$ cat src/rtl/store_buffer_if.sv
// Store-request and memory-write bundle shared by the store buffer and its environment.
// The slave modport is the store buffer; the master modport is the core/memory side.
interface store_buffer_if #(
    parameter int DW    = 16,
    parameter int AW    = 16,
    parameter int DEPTH = 4
);
    localparam int CW = $clog2(DEPTH) + 1;

    logic          st_valid;
    logic          st_ready;
    logic [AW-1:0] st_addr;
    logic [DW-1:0] st_data;
    logic          mem_req;
    logic          mem_we;
    logic [AW-1:0] mem_addr;
    logic [DW-1:0] mem_wdata;
    logic          mem_ack;
    logic [CW-1:0] count;
    logic          busy;

    modport slave (
        input  st_valid, st_addr, st_data, mem_ack,
        output st_ready, mem_req, mem_we, mem_addr, mem_wdata, count, busy
    );

    modport master (
        output st_valid, st_addr, st_data, mem_ack,
        input  st_ready, mem_req, mem_we, mem_addr, mem_wdata, count, busy
    );
endinterface

$ cat src/rtl/store_buffer.sv
// Small in-order FIFO of {address, data} stores drained to data memory over a req/ack handshake.
// count includes the entry currently presented on the memory port.
module store_buffer #(
    parameter int DW    = 16,
    parameter int AW    = 16,
    parameter int DEPTH = 4
) (
    input  logic          clk,
    input  logic          rst,
    store_buffer_if.slave bus
);
    localparam int PW = $clog2(DEPTH);
    localparam int CW = PW + 1;

    localparam logic [0:0] ST_IDLE = 1'b0;
    localparam logic [0:0] ST_REQ  = 1'b1;

    logic [AW-1:0] r_fifo_addr [DEPTH];
    logic [DW-1:0] r_fifo_data [DEPTH];
    logic [PW-1:0] r_wr_ptr;
    logic [PW-1:0] r_rd_ptr;
    logic [CW-1:0] r_count;
    logic [0:0]    r_state;
    logic [AW-1:0] r_mem_addr;
    logic [DW-1:0] r_mem_wdata;

    logic          w_st_ready;
    logic          w_push;
    logic          w_pop;
    logic [PW-1:0] w_rd_ptr_nxt;

    // Ready looks only at the registered count, so a same-edge pop never frees a slot.
    assign w_st_ready   = (r_count < CW'(DEPTH));
    assign w_push       = bus.st_valid && w_st_ready;
    assign w_pop        = (r_state == ST_REQ) && bus.mem_ack;
    assign w_rd_ptr_nxt = r_rd_ptr + PW'(1);

    // NOTE: storage array has no reset; occupancy is tracked by r_count, so stale
    // contents are never presented and a reset-free array maps onto plain RAM.
    always_ff @(posedge clk) begin
        if (w_push) begin
            r_fifo_addr[r_wr_ptr] <= bus.st_addr;
            r_fifo_data[r_wr_ptr] <= bus.st_data;
        end
    end

    // NOTE: all state uses non-blocking assignments so every register samples
    // pre-edge values, independent of statement order.
    always_ff @(posedge clk) begin
        if (!rst) begin
            r_wr_ptr    <= '0;
            r_rd_ptr    <= '0;
            r_count     <= '0;
            r_state     <= ST_IDLE;
            r_mem_addr  <= '0;
            r_mem_wdata <= '0;
        end else begin
            if (w_push) r_wr_ptr <= r_wr_ptr + PW'(1);
            if (w_pop)  r_rd_ptr <= w_rd_ptr_nxt;

            case ({w_push, w_pop})
                2'b10:   r_count <= r_count + CW'(1);
                2'b01:   r_count <= r_count - CW'(1);
                default: r_count <= r_count;
            endcase

            case (r_state)
                ST_IDLE: begin
                    if (r_count != '0) begin
                        r_mem_addr  <= r_fifo_addr[r_rd_ptr];
                        r_mem_wdata <= r_fifo_data[r_rd_ptr];
                        r_state     <= ST_REQ;
                    end
                end
                ST_REQ: begin
                    // The next entry is only chained if it was queued before this edge;
                    // a push landing with the last ack waits for a pass through IDLE.
                    if (bus.mem_ack) begin
                        if (r_count > CW'(1)) begin
                            r_mem_addr  <= r_fifo_addr[w_rd_ptr_nxt];
                            r_mem_wdata <= r_fifo_data[w_rd_ptr_nxt];
                        end else begin
                            r_state <= ST_IDLE;
                        end
                    end
                end
            endcase
        end
    end

    assign bus.st_ready  = w_st_ready;
    assign bus.mem_req   = (r_state == ST_REQ);
    assign bus.mem_we    = (r_state == ST_REQ);
    assign bus.mem_addr  = r_mem_addr;
    assign bus.mem_wdata = r_mem_wdata;
    assign bus.count     = r_count;
    assign bus.busy      = (r_count != '0);
endmodule

$ cat src/flat_wrapper.sv
// flat-port wrapper written by rule: the top's interface ports become plain ports
module store_buffer_flat 
#(
    parameter int DW    = 16,
    parameter int AW    = 16,
    parameter int DEPTH = 4
)
  (clk, rst, bus_st_valid, bus_st_addr, bus_st_data, bus_mem_ack, bus_st_ready, bus_mem_req, bus_mem_we, bus_mem_addr, bus_mem_wdata, bus_count, bus_busy);
  store_buffer_if #(.DW(DW), .AW(AW), .DEPTH(DEPTH)) bus_i ();
  input  logic clk;
  input  logic rst;
  input wire logic [$bits(bus_i.st_valid)-1:0] bus_st_valid;
  input wire logic [$bits(bus_i.st_addr)-1:0] bus_st_addr;
  input wire logic [$bits(bus_i.st_data)-1:0] bus_st_data;
  input wire logic [$bits(bus_i.mem_ack)-1:0] bus_mem_ack;
  output wire logic [$bits(bus_i.st_ready)-1:0] bus_st_ready;
  output wire logic [$bits(bus_i.mem_req)-1:0] bus_mem_req;
  output wire logic [$bits(bus_i.mem_we)-1:0] bus_mem_we;
  output wire logic [$bits(bus_i.mem_addr)-1:0] bus_mem_addr;
  output wire logic [$bits(bus_i.mem_wdata)-1:0] bus_mem_wdata;
  output wire logic [$bits(bus_i.count)-1:0] bus_count;
  output wire logic [$bits(bus_i.busy)-1:0] bus_busy;
  assign bus_i.st_valid = bus_st_valid;
  assign bus_i.st_addr = bus_st_addr;
  assign bus_i.st_data = bus_st_data;
  assign bus_i.mem_ack = bus_mem_ack;
  assign bus_st_ready = bus_i.st_ready;
  assign bus_mem_req = bus_i.mem_req;
  assign bus_mem_we = bus_i.mem_we;
  assign bus_mem_addr = bus_i.mem_addr;
  assign bus_mem_wdata = bus_i.mem_wdata;
  assign bus_count = bus_i.count;
  assign bus_busy = bus_i.busy;
  store_buffer #(.DW(DW), .AW(AW), .DEPTH(DEPTH)) u_core (.clk(clk), .rst(rst), .bus(bus_i));
endmodule
$ cat config.mk
export PLATFORM = sky130hd
export DESIGN_NAME = store_buffer_flat
export DESIGN_NICKNAME = d
export VERILOG_FILES = /design/src/rtl/store_buffer_if.sv /design/src/rtl/store_buffer.sv /design/src/flat_wrapper.sv
export SDC_FILE = /design/constraint.sdc
export NUM_CORES = 1
export LEC_CHECK = 0
export CORE_ASPECT_RATIO = 1.1
export CORE_MARGIN = 2
export CORE_UTILIZATION = 50
export CTS_CLUSTER_DIAMETER = 100
export CTS_CLUSTER_SIZE = 8
export DETAILED_ROUTE_END_ITERATION = 12
export PLACE_DENSITY_LB_ADDON = 0.2
export SLEW_MARGIN = 30
export SYNTH_ARGS = -nofsm -noshare
export SYNTH_HDL_FRONTEND = slang
export SYNTH_SLANG_ARGS = --single-unit
$ cat constraint.sdc
create_clock -name clk -period 2.23 [get_ports clk]
set_clock_uncertainty 0.05 [all_clocks]
set_input_delay 0.669 -clock clk [delete_from_list [all_inputs] [get_ports clk]]
set_output_delay 0.669 -clock clk [all_outputs]
set_load 0.05 [all_outputs]
==> results by stage <==
Worst hold path:
- The startpoint identified for the worst hold timing path is u_core.bus.mem_wdata[2].
- The worst hold path was traced through 2 stages.
- In this run the worst hold path is classified as register to register.
- For hold timing, the worst endpoint is u_core.bus.mem_wdata[2].

Floorplan:
- The core region is 15000 sq um.
- The die covers 16300 sq um.
- The floorplan die width is 122 um.
- For this configuration, the core starts out at a cell density of 0.509.
- The floorplan die height is 134 um.
- The number of rows in the core area is 47.
- The count of pins on the block boundary is 75.

Run status:
- The flow ran to the end, and the final reports show no timing, DRC or antenna violations.

Worst setup path:
- The kind of end point of the critical path is a primary output.
- The worst setup slack for register-to-register paths is 0.36 ns.
- By startpoint and endpoint, the worst setup path is classified as register to primary output.
- For the worst flop-to-flop path, the logic depth is 4.
- The worst reg2reg path endpoint is u_core.bus.mem_addr[11].
- The number of buffers and inverters on the critical path is 2.
- At the worst endpoint, the arrival time is 1.37 ns.
- The critical path goes through inv_1, ha_1, nand2_2, buf_12.
- The peak per-stage delay on the critical path is 0.40 ns.
- STA puts the critical path data required time at 1.51 ns.
- The type of origin of the critical path is a register.
- Among all stages on the critical path, the largest delay is contributed by dfxtp_1.
- The peak fanout along the critical path is 5.
- Broken down by cell family, the worst path's largest delay share belongs to flip-flops.

STA:
- Setup repair after global routing left no endpoint under its margin.
- Dividing the final minimum period by the clock period gives 0.936.
- Static timing analysis puts the maximum clock frequency at 0.479 GHz.
- The final count of hold timing violations is 0.
- The summed negative setup slack over all endpoints is 0 ns.
- The relative slew slack is 0.670.
- The final critical-path setup slack is 0.144 ns.
- The transition time at the pin with the least slew margin is 0.498 ns.
- The shortest clock period the worst path allows after layout is 2.09 ns.
- Setup violations remaining at the end of the flow were counted as 0.
- The number of pins exceeding their max-slew limit in the final report is 0.

Pwr:
- The post-route total power is 11.4 mW.
- VDD sags by at most 0.000660 V.
- The cell leakage power is 3.15 nW.
- The areal power density over the cells is 1230 nW/um^2.

Synth:
- The cell count after synthesis is 412.
- Summing every instance area after synthesis gives 7640 sq um.
- Of all flip-flops after synthesis, the portion carrying an async set or reset was 0.
- The number of nets produced by synthesis is 457.
- The number of enable-type register cells in the synthesized netlist is 128.
- The number of synthesized register bits is 170.
- Each instance of the synthesized netlist takes up on average 18.5 sq um.
- The distinct cell type count of the synthesized netlist is 31.
- The part of the Yosys area used for sequential elements is 0.613.
- Summed over all instances, the cell type with the most area after synthesis is edfxtp_1.
- The Yosys step of the flow raised 0 warnings.
- By area the synthesized netlist is led by edfxtp_1 (50%), mux4_1 (11%), dfxtp_1 (11%).
- The share of the synthesized area in the top cell type is 0.503.
- The most frequently used flop master after synthesis is edfxtp_1.

Cells and area:
- The area of all placed cells without fillers is 9270 sq um.
- The net count of the finished layout is 544.
- The share of cells above drive strength 1 is 0.301.
- Excluding fillers, the count of instances in the completed layout stands at 708.
- From synthesis to final layout, the design area changed by 21.4%.
- The repair_antennas step left the layout with diodes totalling 0.

Clocking:
- The clock sink count is 170.
- Gates resized during post-CTS repair numbered 15.
- TritonCTS built the clock tree.
- The post-CTS setup repair buffer count is 0.
- Clock latency on the worst-skew pair, taken at its later pin, is 0.42 ns.
- The clock slew at the register clock pins of the worst setup and hold paths is 0.06 ns.
- The number of H-tree levels is 4.
- The tree is rooted in a clkbuf_16.
- After clock tree synthesis, the flow added hold-fix buffers numbering 0.
- The maximum clock insertion buffer count is 2.
- Buffers inserted during clock tree synthesis total 17.

Drt:
- The wire length after detailed routing is 14.7 mm.
- The initial detailed-routing violation count is 216.
- The length of the first detailed-routing pass in iterations is 4.
- The mean number of vias per cell is 5.76.
- The detailed router placed 4079 vias in this run.
- The DRC violation count after routing is 0.
- The count of antenna-violating nets left after detailed routing is 0.
- The routed wire length per instance is 20.8 um.

Placed design:
- The congestion estimate from routability-driven global placement came to 0.695.
- Detailed placement ended at an HPWL of 9.35 mm.
- Prior to clock tree synthesis, the placed netlist has a worst setup slack of -0.145 ns.
- The number of buffers added on ports is 74.
- The total placed cells including tap cells is 676.
- The cell area reported after detailed placement is 8710 sq um.

Global route:
- The via count of the first global-routing pass is 4240.
- The total congestion overflow after global routing is 0.
- Across every metal layer, demand over resource in global routing totals 0.193.
- The wire length of the first global-routing pass is 23.0 mm.
- The maximum number of pins on one net before global-route repair is 35.
- The number of antenna violations at the first check in global routing came to 0.

Job:
- Max-cap violations in this run came to 0.
-- how the worst max path moves through the flow --
stage / start / end / depth (start not counted)
after global placement: bus_st_valid / u_core.bus.count[2] / 6
after detailed placement: bus_st_valid / u_core.bus.count[2] / 6
final: u_core.bus.count[1] / bus_busy / 4
after global routing: u_core.bus.count[1] / bus_busy / 4
after CTS: u_core.bus.count[0] / bus_busy / 4
after floorplan: u_core.bus.count[2] / bus_busy / 2
-- synthesized netlist by cell type (2+ instances only) --
master and number:
and2_1 8, buf_4 4, mux2i_1 33, inv_1 7
xnor2_1 5, nor2b_1 4, ha_1 9, buf_2 3
clkbuf_8 3, a21oi_1 5, o21ai_1 28, clkbuf_1 10
dfxtp_1 42, nand2_1 3, edfxtp_1 128, buf_6 7
mux4_1 33, buf_8 3, mux4_2 31, a21oi_2 28
o21ai_0 7, buf_1 2
-- registers in the layout, indices dropped and copies added, names as in the netlist, named ones only --
name	flops
u_core.r_wr_ptr	2
u_core.r_fifo_data	64
u_core.r_rd_ptr	2
u_core.bus.count	3
u_core.bus.mem_wdata	16
u_core.r_fifo_addr	64
u_core.bus.mem_req	1
u_core.bus.mem_addr	16
-- tightest hold or removal path, delay by kind of cell (launching register included) --
family	cells	cell delay, ns
DFF	1	0.32
AOI/OAI and AO/OA	2	0.17
-- layout by cell type (no fill, tap or decap), types with 2 or more instances in the layout --
master           netlist  layout
edfxtp_1             128     128
dfxtp_1               42      36
clkdlybuf4s50_1        0      34
buf_4                  4      34
mux2i_1               33      33
mux4_1                33      33
mux4_2                31      31
o21ai_1               28      28
a21oi_2               28      28
clkbuf_16              0      17
buf_12                 0      16
dlygate4sd2_1          0      15
ha_1                   9       9
inv_1                  7       7
o21ai_0                7       7
dfxtp_2                0       6
and2_2                 1       5
xnor2_1                5       5
a21oi_1                5       5
clkinvlp_4             0       5
nor2b_1                4       4
and2_1                 8       4
clkinv_2               0       3
nand2_1                3       2
bufinv_16              0       2
inv_6                  0       2
-- stage by stage --
stage / util / hold slack (ns)
after floorplan: - / 0.575
after global placement: 0.581 / 0.455
after detailed placement: 0.581 / 0.464
after CTS: 0.618 / 0.473
after global routing: 0.618 / 0.498
final: 0.618 / 0.470
-- final cells by class --
type	instances	area, sq um
clock buffers	18	429
repair buffers	100	1050
well taps	196	245
inverters	7	26.3
clock inverters	14	145
flip-flops and latches	170	4690
fillers	1086	5730
multi-input cells	203	2680
-- metal layers --
metal  wire length, um  vias up  GRT usage  share of wire
li1                  -     1865          -              -
met1              6270     2095      0.252           0.43
met2              7530      105      0.311           0.51
met3               759       14     0.0509          0.052
met4               157        0     0.0741          0.011
met5                 0        -          0              0
-- logic make-up (layout without fill, tap and decap cells) --
group	Yosys count	in the layout	synth area share
flops	170	170	0.613
mux	97	97	0.248
simple gates	20	20	0.0164
compound gates	72	72	0.0646
fa+ha+maj	9	9	0.0147
xor+xnor	5	5	0.00573
buf+inv	39	139	0.0369
-- power breakdown --
group          switching, mW  leakage [nW]  internal [mW]  total [mW]
Clock                   1.20         0.268           1.65        2.85
Sequential             0.284          1.52           3.87        4.16
Combinational           2.59          1.36           1.79        4.38
(Power assumes the default switching activity.)
